==> config.mk <==
export PLATFORM = sky130hd
export DESIGN_NAME = vec_wb_collector
export DESIGN_NICKNAME = d
export VERILOG_FILES = /design/src/rtl/vec_wb_collector.sv
export SDC_FILE = /design/constraint.sdc
export NUM_CORES = 1
export LEC_CHECK = 0
export CAP_MARGIN = 30
export CORE_MARGIN = 8
export CORE_UTILIZATION = 49
export DETAILED_ROUTE_END_ITERATION = 16
export HOLD_SLACK_MARGIN = 0.06
export PLACE_DENSITY = 0.84
export SYNTH_ARGS = -nofsm -noshare
export SYNTH_HDL_FRONTEND = slang
export SYNTH_SLANG_ARGS = --single-unit
==> constraint.sdc <==
create_clock -name clk -period 2.7 [get_ports clk]
set_input_delay 0.81 -clock clk [delete_from_list [all_inputs] [get_ports clk]]
set_output_delay 0.81 -clock clk [all_outputs]
set_load 0.005 [all_outputs]
==> src/rtl/vec_wb_collector.sv <==
// vec_wb_collector: packs a stream of 32-bit vector elements into one
// register-file write (NUM_ELEM lanes plus lane mask), then holds that write
// on a valid/ready port until the register file takes it. While the write is
// pending, the element stream is stalled.
module vec_wb_collector #(
    parameter int NUM_ELEM = 4,
    parameter int VD_W     = 5
) (
    input  logic                     clk,
    input  logic                     rst,
    input  logic                     in_valid,
    output logic                     in_ready,
    input  logic [31:0]              in_data,
    input  logic [VD_W-1:0]          in_vd,
    input  logic                     in_last,
    output logic                     wr_valid,
    input  logic                     wr_ready,
    output logic [VD_W-1:0]          wr_vd,
    output logic [32*NUM_ELEM-1:0]   wr_data,
    output logic [NUM_ELEM-1:0]      wr_mask
);

    localparam int CNT_W = $clog2(NUM_ELEM);

    typedef enum logic {
        ST_COLLECT = 1'b0,
        ST_FLUSH   = 1'b1
    } state_t;

    state_t                   state_q, state_d;
    logic [CNT_W-1:0]         cnt_q, cnt_d;
    logic [VD_W-1:0]          vd_q, vd_d;
    logic [32*NUM_ELEM-1:0]   data_q, data_d;
    logic [NUM_ELEM-1:0]      mask_q, mask_d;

    logic                     accept;
    logic                     first_slot;
    logic                     last_slot;
    logic [NUM_ELEM-1:0]      lane_sel;

    assign in_ready   = (state_q == ST_COLLECT);
    assign accept     = in_valid & in_ready;
    assign first_slot = (cnt_q == '0);
    assign last_slot  = (cnt_q == CNT_W'(NUM_ELEM - 1));

    // One-hot decode of the lane the next accepted element lands in
    for (genvar gi = 0; gi < NUM_ELEM; gi++) begin : g_lane_sel
        assign lane_sel[gi] = (cnt_q == CNT_W'(gi));
    end

    // Next-state, counter and write-payload logic
    always_comb begin
        state_d = state_q;
        cnt_d   = cnt_q;
        vd_d    = vd_q;
        data_d  = data_q;
        mask_d  = mask_q;

        case (state_q)
            ST_COLLECT: begin
                if (accept) begin
                    // A new group starts from a clean slate so unwritten lanes read 0
                    if (first_slot) begin
                        data_d = '0;
                        mask_d = '0;
                        vd_d   = in_vd;
                    end
                    for (int i = 0; i < NUM_ELEM; i++) begin
                        if (lane_sel[i]) begin
                            data_d[32*i +: 32] = in_data;
                            mask_d[i]          = 1'b1;
                        end
                    end
                    if (last_slot || in_last) begin
                        cnt_d   = '0;
                        state_d = ST_FLUSH;
                    end else begin
                        cnt_d = cnt_q + CNT_W'(1);
                    end
                end
            end
            ST_FLUSH: begin
                // Payload is held; only the handshake moves us back
                if (wr_ready) begin
                    state_d = ST_COLLECT;
                end
            end
            default: begin
                state_d = ST_COLLECT;
                cnt_d   = '0;
            end
        endcase
    end

    // State and payload registers; reset discards any partial or pending write
    always_ff @(posedge clk) begin
        if (rst) begin
            state_q <= ST_COLLECT;
            cnt_q   <= '0;
            vd_q    <= '0;
            data_q  <= '0;
            mask_q  <= '0;
        end else begin
            state_q <= state_d;
            cnt_q   <= cnt_d;
            vd_q    <= vd_d;
            data_q  <= data_d;
            mask_q  <= mask_d;
        end
    end

    assign wr_valid = (state_q == ST_FLUSH);
    assign wr_vd    = vd_q;
    assign wr_data  = data_q;
    assign wr_mask  = mask_q;

endmodule

==> impl_results.md, run 1 <==
* Status: completed
* Core area at between 0.01 and 0.015 sq mm
* Crit path kind: flip-flop to output port
* Worst Setup EP: wr_valid
* Clock sink count at 140
* Worst Hold Class: flip-flop to flip-flop
* # nets final at 844
* Skew-Pair Late Insertion Delay at 0.52 ns
* Postcts setup bufs at 0
* Critical path's largest stage delay at about 0.60 ns
* Synth Cell Area at 0.005305 sq mm
* R2r endpoint: wr_data[72]$_SDFFE_PP0P_
* Worst r2r src: cnt_q[0]$_SDFFE_PP0P_
* Worst-Margin Slew at approximately 0.73 ns
* Residual DRC at 0
* Starting density of the core at 0.4959
* Total global-route track usage at 0.2561
* Cell area power density at 652.0 mW/mm^2
* Hold Worst Slack at roughly 0.45 ns
* First-pass GRT wire length at 29840 um
* Die area at between 0.01 and 0.015 sq mm
* # port buffers at 180
* Maxcap violations at 0
* Largest net degree at the start of global routing at 69
* Slowest library cell on the worst path: clkdlybuf4s50_1
* R2R Setup Slk at approximately 0.53 ns
* Routed Antenna Nets at 0
* Static leakage power at 2.626 nW
* Post-route cell area at between 0.007 and 0.008 sq mm
* Max VDD drop at 0.3803 mV
* Pre-Repair DR Iteration Count at 5
* Slew Limit Fails at 0
* YS warnings at 0
* Detailed Route Iter0 Violations at 499
* Number of placement rows at 38
* Final Hold Fails at 0
* Finish-stage setup viols at 0
* # fillers at 774
* WL per Instance at 19.57 um
* Crit. Startpoint: wr_valid$_SDFF_PP0_
* CP required at 1.89 ns
* Clock buffer count from CTS at 17
* Number of distinct library cells after synthesis at 23
* Worst Path Arrival at 1.63 ns
* Die height at 120.1 um
* Fin worst setup slack at 0.2623 ns
* Post-route setup TNS at 0 ns
* Longest Clk Path Bufs at 2
* Cells after Synth at between 600 and 700
* Top cells by area, synth: dfxtp_1 (53%), a21oi_1 (13%), nand2_1 (7.8%), nand4_1 (7.5%), o21ai_0 (6.0%)
* Crit. path cell count at 1
* Antenna violations before repair at 0
* Syn Nets at approximately 700
* DR vias at roughly 5600
* Post-CTS sizing at 0
* H-tree depth at 4
* Max FO, Critical Path at 8
* Worst R2R Path Depth at 6
* Post-synthesis register bit count at 140
* GP Congestion at 0.8188
* Top-area cell type share of the netlist area at 0.5283
* Worst path cell trace: clkdlybuf4s50_1
* CTS tree: built
* Leading area contributor after synthesis: dfxtp_1
* Pre-CTS WS at 0.4046 ns
* Fin Clk Skew at approximately 0.0073 ns
* Critical path's top delay family: buffers and inverters
* Synthesized area per cell at 8.212 sq um
* Final period util at 0.9029
* Post-DP Area at 0.007206 sq mm
* CTS Hold Bufs at 0
* Area grow syn2layout at 47.38%
* Fmax at 0.4102 GHz
* Via/cell ratio at 5.873
* Power, Total at 0.005098 W
* Vias in the first global route at 5653
* Crit path time final at 2.438 ns
* Hpwl dp at 12380 um
* RSZ-0062 raised after global routing: no
* Antenna diode count at 0
* Post-synthesis sequential area ratio at 0.5283
* Crit path buf inv count at 1
* Startpoint Class: flip-flop
* Slew margin rel. at 0.5129
* IO Count at 181
* Total wire length at roughly 19000 um
* Die W at 120.1 um
* Root Driver: clkbuf_8
* Layout cells sized above 1 at 0.07063
* Critical Path End Type: output port
* Gr ovfl total at 0
* Register clock-pin slew on the reported worst setup and hold paths at 0.06 ns
-- Yosys cell counts --
library cell	n
dfxtp_1	140
a21oi_1	136
nand2_1	110
nand4_1	64
o21ai_0	64
clkbuf_1	37
nand3_1	34
buf_2	24
ha_1	7
nor2_1	7
buf_1	3
buf_4	3
inv_1	3
a22oi_1	2
clkbuf_2	2
nor2b_1	2
or2_2	2
and3b_1	1
nand2b_1	1
nand3b_1	1
nor3b_2	1
o22ai_1	1
or3b_1	1
-- state kept, by name, indices dropped and copies added (netlist names) --
register / count
wr_mask: 4
wr_valid: 1
wr_data: 128
cnt_q: 2
wr_vd: 5
-- how the worst min path moves through the flow --
| stage | from | endpoint | slack, ns | depth (start not counted) |
|---|---|---|---|---|
| after detailed placement | wr_data[108]$_SDFFE_PP0P_ | wr_data[108]$_SDFFE_PP0P_ | 0.44 | 2 |
| after floorplan | wr_data[100]$_SDFFE_PP0P_ | wr_data[100]$_SDFFE_PP0P_ | 0.45 | 2 |
| after global routing | wr_data[108]$_SDFFE_PP0P_ | wr_data[108]$_SDFFE_PP0P_ | 0.46 | 2 |
| after CTS | wr_data[100]$_SDFFE_PP0P_ | wr_data[100]$_SDFFE_PP0P_ | 0.45 | 2 |
| final | wr_data[108]$_SDFFE_PP0P_ | wr_data[108]$_SDFFE_PP0P_ | 0.45 | 2 |
| after global placement | wr_data[121]$_SDFFE_PP0P_ | wr_data[121]$_SDFFE_PP0P_ | 0.44 | 2 |
-- kinds of logic after synthesis --
logic type      share of synthesized area
fa+ha+maj                         0.01651
simple gates                       0.2033
compound gates                     0.1927
buf+inv                           0.05920
flops                              0.5283
-- stage by stage --
step / utilization / std cells
after floorplan: - / 646
after global placement: 0.6696 / 914
after detailed placement: 0.6736 / 916
after global routing: 0.7309 / 947
final: 0.7309 / 947
after CTS: 0.7309 / 947
-- power breakdown --
group | switching (W) | internal [W] | total (W)
combinational | 0.000317 | 0.000219 | 0.000536
sequential | 0.0000303 | 0.00212 | 0.00215
clock | 0.000873 | 0.00154 | 0.00241
total | 0.00122 | 0.00388 | 0.00510
-- tightest hold or removal path, delay by kind of cell (launching register included) --
family,cells,cell delay (ns)
DFF,1,0.31
and+or+nand+nor,1,0.05
AOI/OAI and AO/OA,1,0.05
-- cell type report --
class                   count  area [sq um]  share of cell area
well taps                 140         175.2             0.02240
repair buffers            199          2007              0.2567
inverters                   3         11.26            0.001440
clock buffers              20         445.4             0.05697
flip-flops and latches    140          2803              0.3585
multi-input cells         434          2210              0.2826
clock inverters            11         167.7             0.02144
-- layout by cell type, fill, tap and decap left out, types with 2 or more instances in the layout --
master | netlist | final
or2_2 | 2 | 2
clkinv_2 | 0 | 2
nor2_1 | 7 | 5
buf_12 | 0 | 3
nor2_2 | 0 | 2
a21oi_1 | 136 | 136
nand2_1 | 110 | 110
clkbuf_8 | 0 | 3
o21ai_0 | 64 | 64
bufinv_16 | 0 | 4
buf_4 | 3 | 15
clkbuf_16 | 0 | 16
clkdlybuf4s50_1 | 0 | 179
ha_1 | 7 | 7
inv_1 | 3 | 3
clkinvlp_4 | 0 | 5
dfxtp_1 | 140 | 140
nand4_1 | 64 | 64
nand3_1 | 34 | 34
a22oi_1 | 2 | 2
-- routing by layer --
layer | global-route usage | vias to the layer above | routed length, um
li1 | - | 2563 | -
met1 | 0.2965 | 2632 | 7129
met2 | 0.4181 | 323 | 8906
met3 | 0.1024 | 44 | 2040
met4 | 0.09758 | 0 | 456
met5 | 0 | - | 0
Power figures use the tool's default switching activity.
==> inputs of run 2 (changes only) <==
- clock period: 2.7 -> 2.9 ns (I/O delays scaled with it)
==> run 2 against run 1 <==
  * Critical path depth grew 1
  * Die area is the same
  * Critical path type unchanged
  * Core utilization shrank 0.60 points
==> impl_results.md, run 2 (synthesized netlist as in run 1, its figures left out) <==
* Status: completed (unchanged)
* CTS tree: built (unchanged)
* Placed insts at 913 (was 916)
* Worst Hold Class: flip-flop to flip-flop (unchanged)
* Finish-stage setup viols at 0 (unchanged)
* Final period util at 0.8673
* Antenna violations before repair at 0 (unchanged)
* Max VDD drop at 0.3628 mV (was 0.3803 mV)
* Startpoint Class: flip-flop (unchanged)
* Final Hold Fails at 0 (unchanged)
* Post-route cell area at 0.007755 sq mm (was 0.007819 sq mm)
* Crit path time final at 2.515 ns
* RSZ-0062 raised after global routing: no (unchanged)
* Fin Clk Skew at 0.007594 ns (was 0.007318 ns)
* Die height at 120.1 um (unchanged)
* Max reg flops at 128 (unchanged)
* Number of placement rows at 38 (unchanged)
* Routed Antenna Nets at 0 (unchanged)
* DR vias at 5555 (was 5562)
* Slew margin rel. at 0.4560 (was 0.5129)
* HP Start: wr_data[110]$_SDFFE_PP0P_ (was wr_data[108]$_SDFFE_PP0P_)
* # nets final at 841 (was 844)
* # port buffers at 180 (unchanged)
* Detailed Route Iter0 Violations at 685 (was 499)
* Most common cell after layout, fill and taps aside: clkdlybuf4s50_1 (unchanged)
* Fin cells at 945 (was 947)
* Total wire length at 18650 um (was 18530 um)
* IO Count at 181 (unchanged)
* Maxcap violations at 0 (unchanged)
* Worst Path Arrival at 1.65 ns (was 1.63 ns)
* Power, Total at 0.004665 W (was 0.005098 W)
* Clock buffer count from CTS at 17 (unchanged)
* Crit path kind: flip-flop to output port (unchanged)
* CP required at 2.03 ns (was 1.89 ns)
* Slew Limit Fails at 0 (unchanged)
* Commonest cells after routing, fill and taps aside: clkdlybuf4s50_1 (179), dfxtp_1 (140), a21oi_1 (136) (unchanged)
* Layout cells sized above 1 at 0.06708 (was 0.07063)
* Pre-Repair DR Iteration Count at 6 (was 5)
* Residual DRC at 0 (unchanged)
* Via/cell ratio at 5.878 (was 5.873)
* Largest net degree at the start of global routing at 69 (unchanged)
* Critical Path End Type: output port (unchanged)
* Gr ovfl total at 0 (unchanged)
* CTS Hold Bufs at 0 (unchanged)
* Total global-route track usage at 0.2494 (was 0.2561)
* Vias in the first global route at 5552 (was 5653)
* Post-DP Area at 0.007163 sq mm (was 0.007206 sq mm)
* Worst-Margin Slew at 0.8160 ns (was 0.7298 ns)
* Area grow syn2layout at 46.18% (was 47.38%)
* Skew-Pair Late Insertion Delay at 0.51 ns (was 0.52 ns)
* Static leakage power at 2.596 nW (was 2.626 nW)
* Longest Clk Path Bufs at 2 (unchanged)
* Starting density of the core at 0.4959 (unchanged)
* Worst r2r src: cnt_q[0]$_SDFFE_PP0P_ (unchanged)
* Crit. Startpoint: wr_valid$_SDFF_PP0_ (unchanged)
* GP Congestion at 0.8209 (was 0.8188)
* H-tree depth at 4 (unchanged)
* Postcts setup bufs at 0 (unchanged)
* Max FO, Critical Path at 8 (unchanged)
* Post-CTS sizing at 0 (unchanged)
* Fmax at 0.3976 GHz
* Root Driver: clkbuf_8 (unchanged)
* Hpwl dp at 12290 um (was 12380 um)
* Fin util at 0.7249 (was 0.7309)
* Clock sink count at 140 (unchanged)
* WL per Instance at 19.74 um (was 19.57 um)
* Core area at 0.01070 sq mm (unchanged)
* Die area at 0.01441 sq mm (unchanged)
* Die W at 120.1 um (unchanged)
* First-pass GRT wire length at 29190 um (was 29840 um)
* Antenna diode count at 0 (unchanged)
* Cell area power density at 601.5 mW/mm^2 (was 652.0 mW/mm^2)
* Register clock-pin slew on the reported worst setup and hold paths at 0.06 ns (about the same)
* Post-route setup TNS at 0 ns (unchanged)
run 2: cell types whose count changed in the layout (fill, tap and decap cells not counted):
cell       change
clkinv_2       +1
buf_16         -1
bufinv_16      -1
clkbuf_1       +1
buf_4          -2
run 2: stage by stage:
stage                     setup slack, ns  hold slack (ns)
after floorplan                     1.156           0.4483
after CTS                          0.3690           0.4529
after global placement             0.4130           0.4385
final                              0.3847           0.4499
after global routing               0.2390           0.4673
after detailed placement           0.3272           0.4447
run 2: area by class of cell:
cell class,count,area [sq um]
Fill cell,780,2943
Sequential cell,140,2803
Multi-Input combinational cell,434,2210
Timing Repair Buffer,196,1964
Clock buffer,21,449.2
Tap cell,140,175.2
Clock inverter,11,142.6
Inverter,3,11.26
run 2: final timing paths:
check	endpoint	slack, ns	cells after the start
worst max register to register	wr_data[67]$_SDFFE_PP0P_	0.71	6
worst min register to register	wr_data[110]$_SDFFE_PP0P_	0.45	2
worst max-delay path	in_ready	0.38	2
worst min-delay path	wr_data[110]$_SDFFE_PP0P_	0.45	2
run 2: per-layer routing:
| layer | share of wire | wire length [um] | global-route usage | vias to the layer above |
|---|---|---|---|---|
| met5 | 0 | 0 | 0 | - |
| met1 | 0.39 | 7232 | 0.2835 | 2659 |
| li1 | - | - | - | 2564 |
| met2 | 0.49 | 9181 | 0.4156 | 306 |
| met4 | 0.013 | 235 | 0.08197 | 0 |
| met3 | 0.11 | 2000 | 0.1043 | 26 |
run 2: critical path: stages (launching register included):
cell and delay [ns]:
dfxtp_1 0.53, inv_1 0.12, clkdlybuf4s50_1 0.49
run 2: where the power goes:
group / total [W] / internal (W) / leakage [nW] / switching, W
Clock: 0.00217 / 0.00135 / 0.276 / 0.000818
Combinational: 0.000494 / 0.000199 / 1.19 / 0.000295
Sequential: 0.00200 / 0.00197 / 1.13 / 0.0000287
==> RTL edit (settings of run 1) <==
Reset style: asynchronous (`rst`), changed in one clocked block.
--- a/src/rtl/vec_wb_collector.sv
+++ b/src/rtl/vec_wb_collector.sv
@@ -93,7 +93,7 @@
     end
 
     // State and payload registers; reset discards any partial or pending write
-    always_ff @(posedge clk) begin
+    always_ff @(posedge clk or posedge rst) begin
         if (rst) begin
             state_q <= ST_COLLECT;
             cnt_q   <= '0;
Formal check against the unedited RTL: differs if rst is asserted again (counterexample within 4 cycles, from zero or initial values and one cycle with rst high); with rst held inactive, the same outputs for 4 cycles.
==> RTL edit against run 1 <==
  * Routed wire length is 7.6% lower
  * Final cell count is 9.1% lower
  * Count of clock-buffer cells in the layout is 7 higher
  * Die area is 7.5% higher
  * Synthesized cell count is 17% lower
  * Sequential cell count stayed put
  * Final area is 6.5% higher
  * Hold slack better by 0.035 ns
  * Non-clock buffer count is 3 lower
  * Synthesized area is 8.7% higher
  * Worst setup slack better by 0.15 ns
Power is not compared: it rests on default switching activity, and its combinational part moved more than twofold at a synthesized area within 25%.
==> RTL edit: results (changes against run 1) <==
| Metric | Value |
|---|---|
| CTS buffer count | `17 (unchanged)` |
| Post-synth ARST share | `1.000 (was 0)` |
| Vias per Instance | `5.609 (was 5.873)` |
| Htree depth | `4 (unchanged)` |
| Grt total ovfl | `0 (unchanged)` |
| Max FFs per register | `128 (unchanged)` |
| Synth warn | `0 (unchanged)` |
| EDFF count, synth | `0 (unchanged)` |
| Synth top cells by count | `140 x dfrtp_1, 131 x nand2_1, 66 x o21ai_0, 64 x o31ai_1, 37 x mux2_2 (was 140 x dfxtp_1, 136 x a21oi_1, 110 x nand2_1, 64 x nand4_1, 64 x o21ai_0)` |
| Global Route Usage Sum | `0.2243 (was 0.2561)` |
| Antenna Cells | `0 (unchanged)` |
| Post_cts resized | `0 (unchanged)` |
| Final nets | `757 (was 844)` |
| Proportion of layout cells with a drive suffix above 1 | `0.1142 (was 0.07063)` |
| First-pass GRT wire length | `27950 um (was 29840 um)` |
| Seq/Total Area, Yosys | `0.6078 (was 0.5283)` |
| Fillers | `769 (was 774)` |
| HP Class | `reg2reg (unchanged)` |
| Commonest register cell after synthesis | `dfrtp_1 (was dfxtp_1)` |
| Iter 0 DRT Violations | `487 (was 499)` |
| Routability cong. | `0.7948 (was 0.8188)` |
| Crit path max fanout | `5 (was 8)` |
| Post-synthesis cell type count | `19 (was 23)` |
| Syn_nets | `588 (was 695)` |
| Clock Pin Slew Worst Setup and Hold Paths | `0.05 ns` |
| Largest cells by area after synthesis | `dfrtp_1 61%, nand2_1 8.5%, o31ai_1 8.3%, mux2_2 7.2%, o21ai_0 5.7% (was dfxtp_1 53%, a21oi_1 13%, nand2_1 7.8%, nand4_1 7.5%, o21ai_0 6.0%)` |
| CTS root buf | `clkbuf_16 (was clkbuf_8)` |
| Final setup vio count | `0 (unchanged)` |
| Status | `finished, final reports clean (unchanged)` |
| Clock latency on the worst-skew pair | `0.42 ns (was 0.52 ns)` |
| Peak VDD IR | `0.0007642 V` |
| # Post-CTS Setup Buffers | `0 (unchanged)` |
| Drt wl/cell | `19.88 um (was 19.57 um)` |
| Worst path max stage delay | `0.54 ns (was 0.60 ns)` |
| Clk_skew | `0.009111 ns (was 0.007318 ns)` |
| Largest net degree at the start of global routing | `60 (was 69)` |
| HPWL Detailed | `12160 um (was 12380 um)` |
| Vias in the first global route | `5036 (was 5653)` |
| Worst rel slew slack | `0.5212 (was 0.5129)` |
[RTL edit: cell types whose count changed in the layout (fill, tap and decap cells not counted), moves of 6 or more]
cell,change
nand2_1,+20
o31ai_1,+64
buf_4,-9
o21ai_1,+32
nand4_1,-64
dfxtp_1,-140
mux2_2,+37
a21oi_1,-136
nand3_1,-33
buf_12,+6
dfrtp_1,+140
[RTL edit: layer usage]
layer	vias to the layer above	routed length, um	GRT usage
met5	-	0	0
met4	0	335	0.08292
met3	27	1433	0.09319
met2	198	8442	0.3640
met1	2404	6909	0.2601
li1	2200	-	-
[RTL edit: worst paths after layout]
check	from	endpoint	slack (ns)	cells after the start
hold reg to reg	wr_mask[0]$_DFFE_PP0P_	wr_mask[0]$_DFFE_PP0P_	0.48	1
setup / recovery	wr_valid$_DFF_PP0_	in_ready	0.42	2
max in group asynchronous	rst	wr_data[6]$_DFFE_PP0P_	1.32	3
hold / removal	wr_mask[0]$_DFFE_PP0P_	wr_mask[0]$_DFFE_PP0P_	0.48	1
setup reg to reg	cnt_q[0]$_DFFE_PP0P_	wr_data[81]$_DFFE_PP0P_	0.68	6
min in group asynchronous	rst	wr_data[88]$_DFFE_PP0P_	0.78	2
[RTL edit: power breakdown]
| part | internal, mW | switching, mW |
|---|---|---|
| registers | 2.76 | 0.385 |
| clock network | 1.25 | 0.800 |
| logic | 1.80 | 1.48 |
[RTL edit: worst register-to-register path: stages (launching register included)]
cell     delay, ns
dfrtp_1       0.42
inv_1         0.13
ha_1          0.30
nor2_4        0.60
buf_12        0.27
o21ai_0       0.11
o31ai_1       0.08
[RTL edit: cell type report]
type                            instances  area share
Clock buffer                           27     0.06040
Clock inverter                          2    0.001202
Inverter                                4    0.002254
Multi-Input combinational cell        349      0.2488
Sequential cell                       140      0.4207
Tap cell                              143     0.02148
Timing Repair Buffer                  196      0.2452
[RTL edit: per-stage QoR]
stage / instance area, um2 / worst slack (ns) / cells / hold WS (ns) / total power, mW
final: 8328 / 0.4172 / 861 / 0.4842 / 8.479
after global routing: 8328 / 0.3713 / 861 / 0.5015 / 8.943
after CTS: 8328 / 0.4068 / 861 / 0.4868 / 8.547
after detailed placement: 7815 / 0.2697 / 832 / 0.4672 / 6.479
after global placement: 7800 / 0.3192 / 831 / 0.4540 / 6.290
after floorplan: 5768 / 0.1409 / 539 / 0.4590 / 4.434
[RTL edit: cell families (layout without fill, tap and decap cells)]
family,Yosys count,count (layout),share of synthesized area
DFF,140,140,0.6078
muxes,38,38,0.07423
buffers and inverters,50,229,0.03712
and+or+nand+nor,139,139,0.09312
AOI/OAI and AO/OA,165,165,0.1726
adders and majority gates,7,7,0.01519
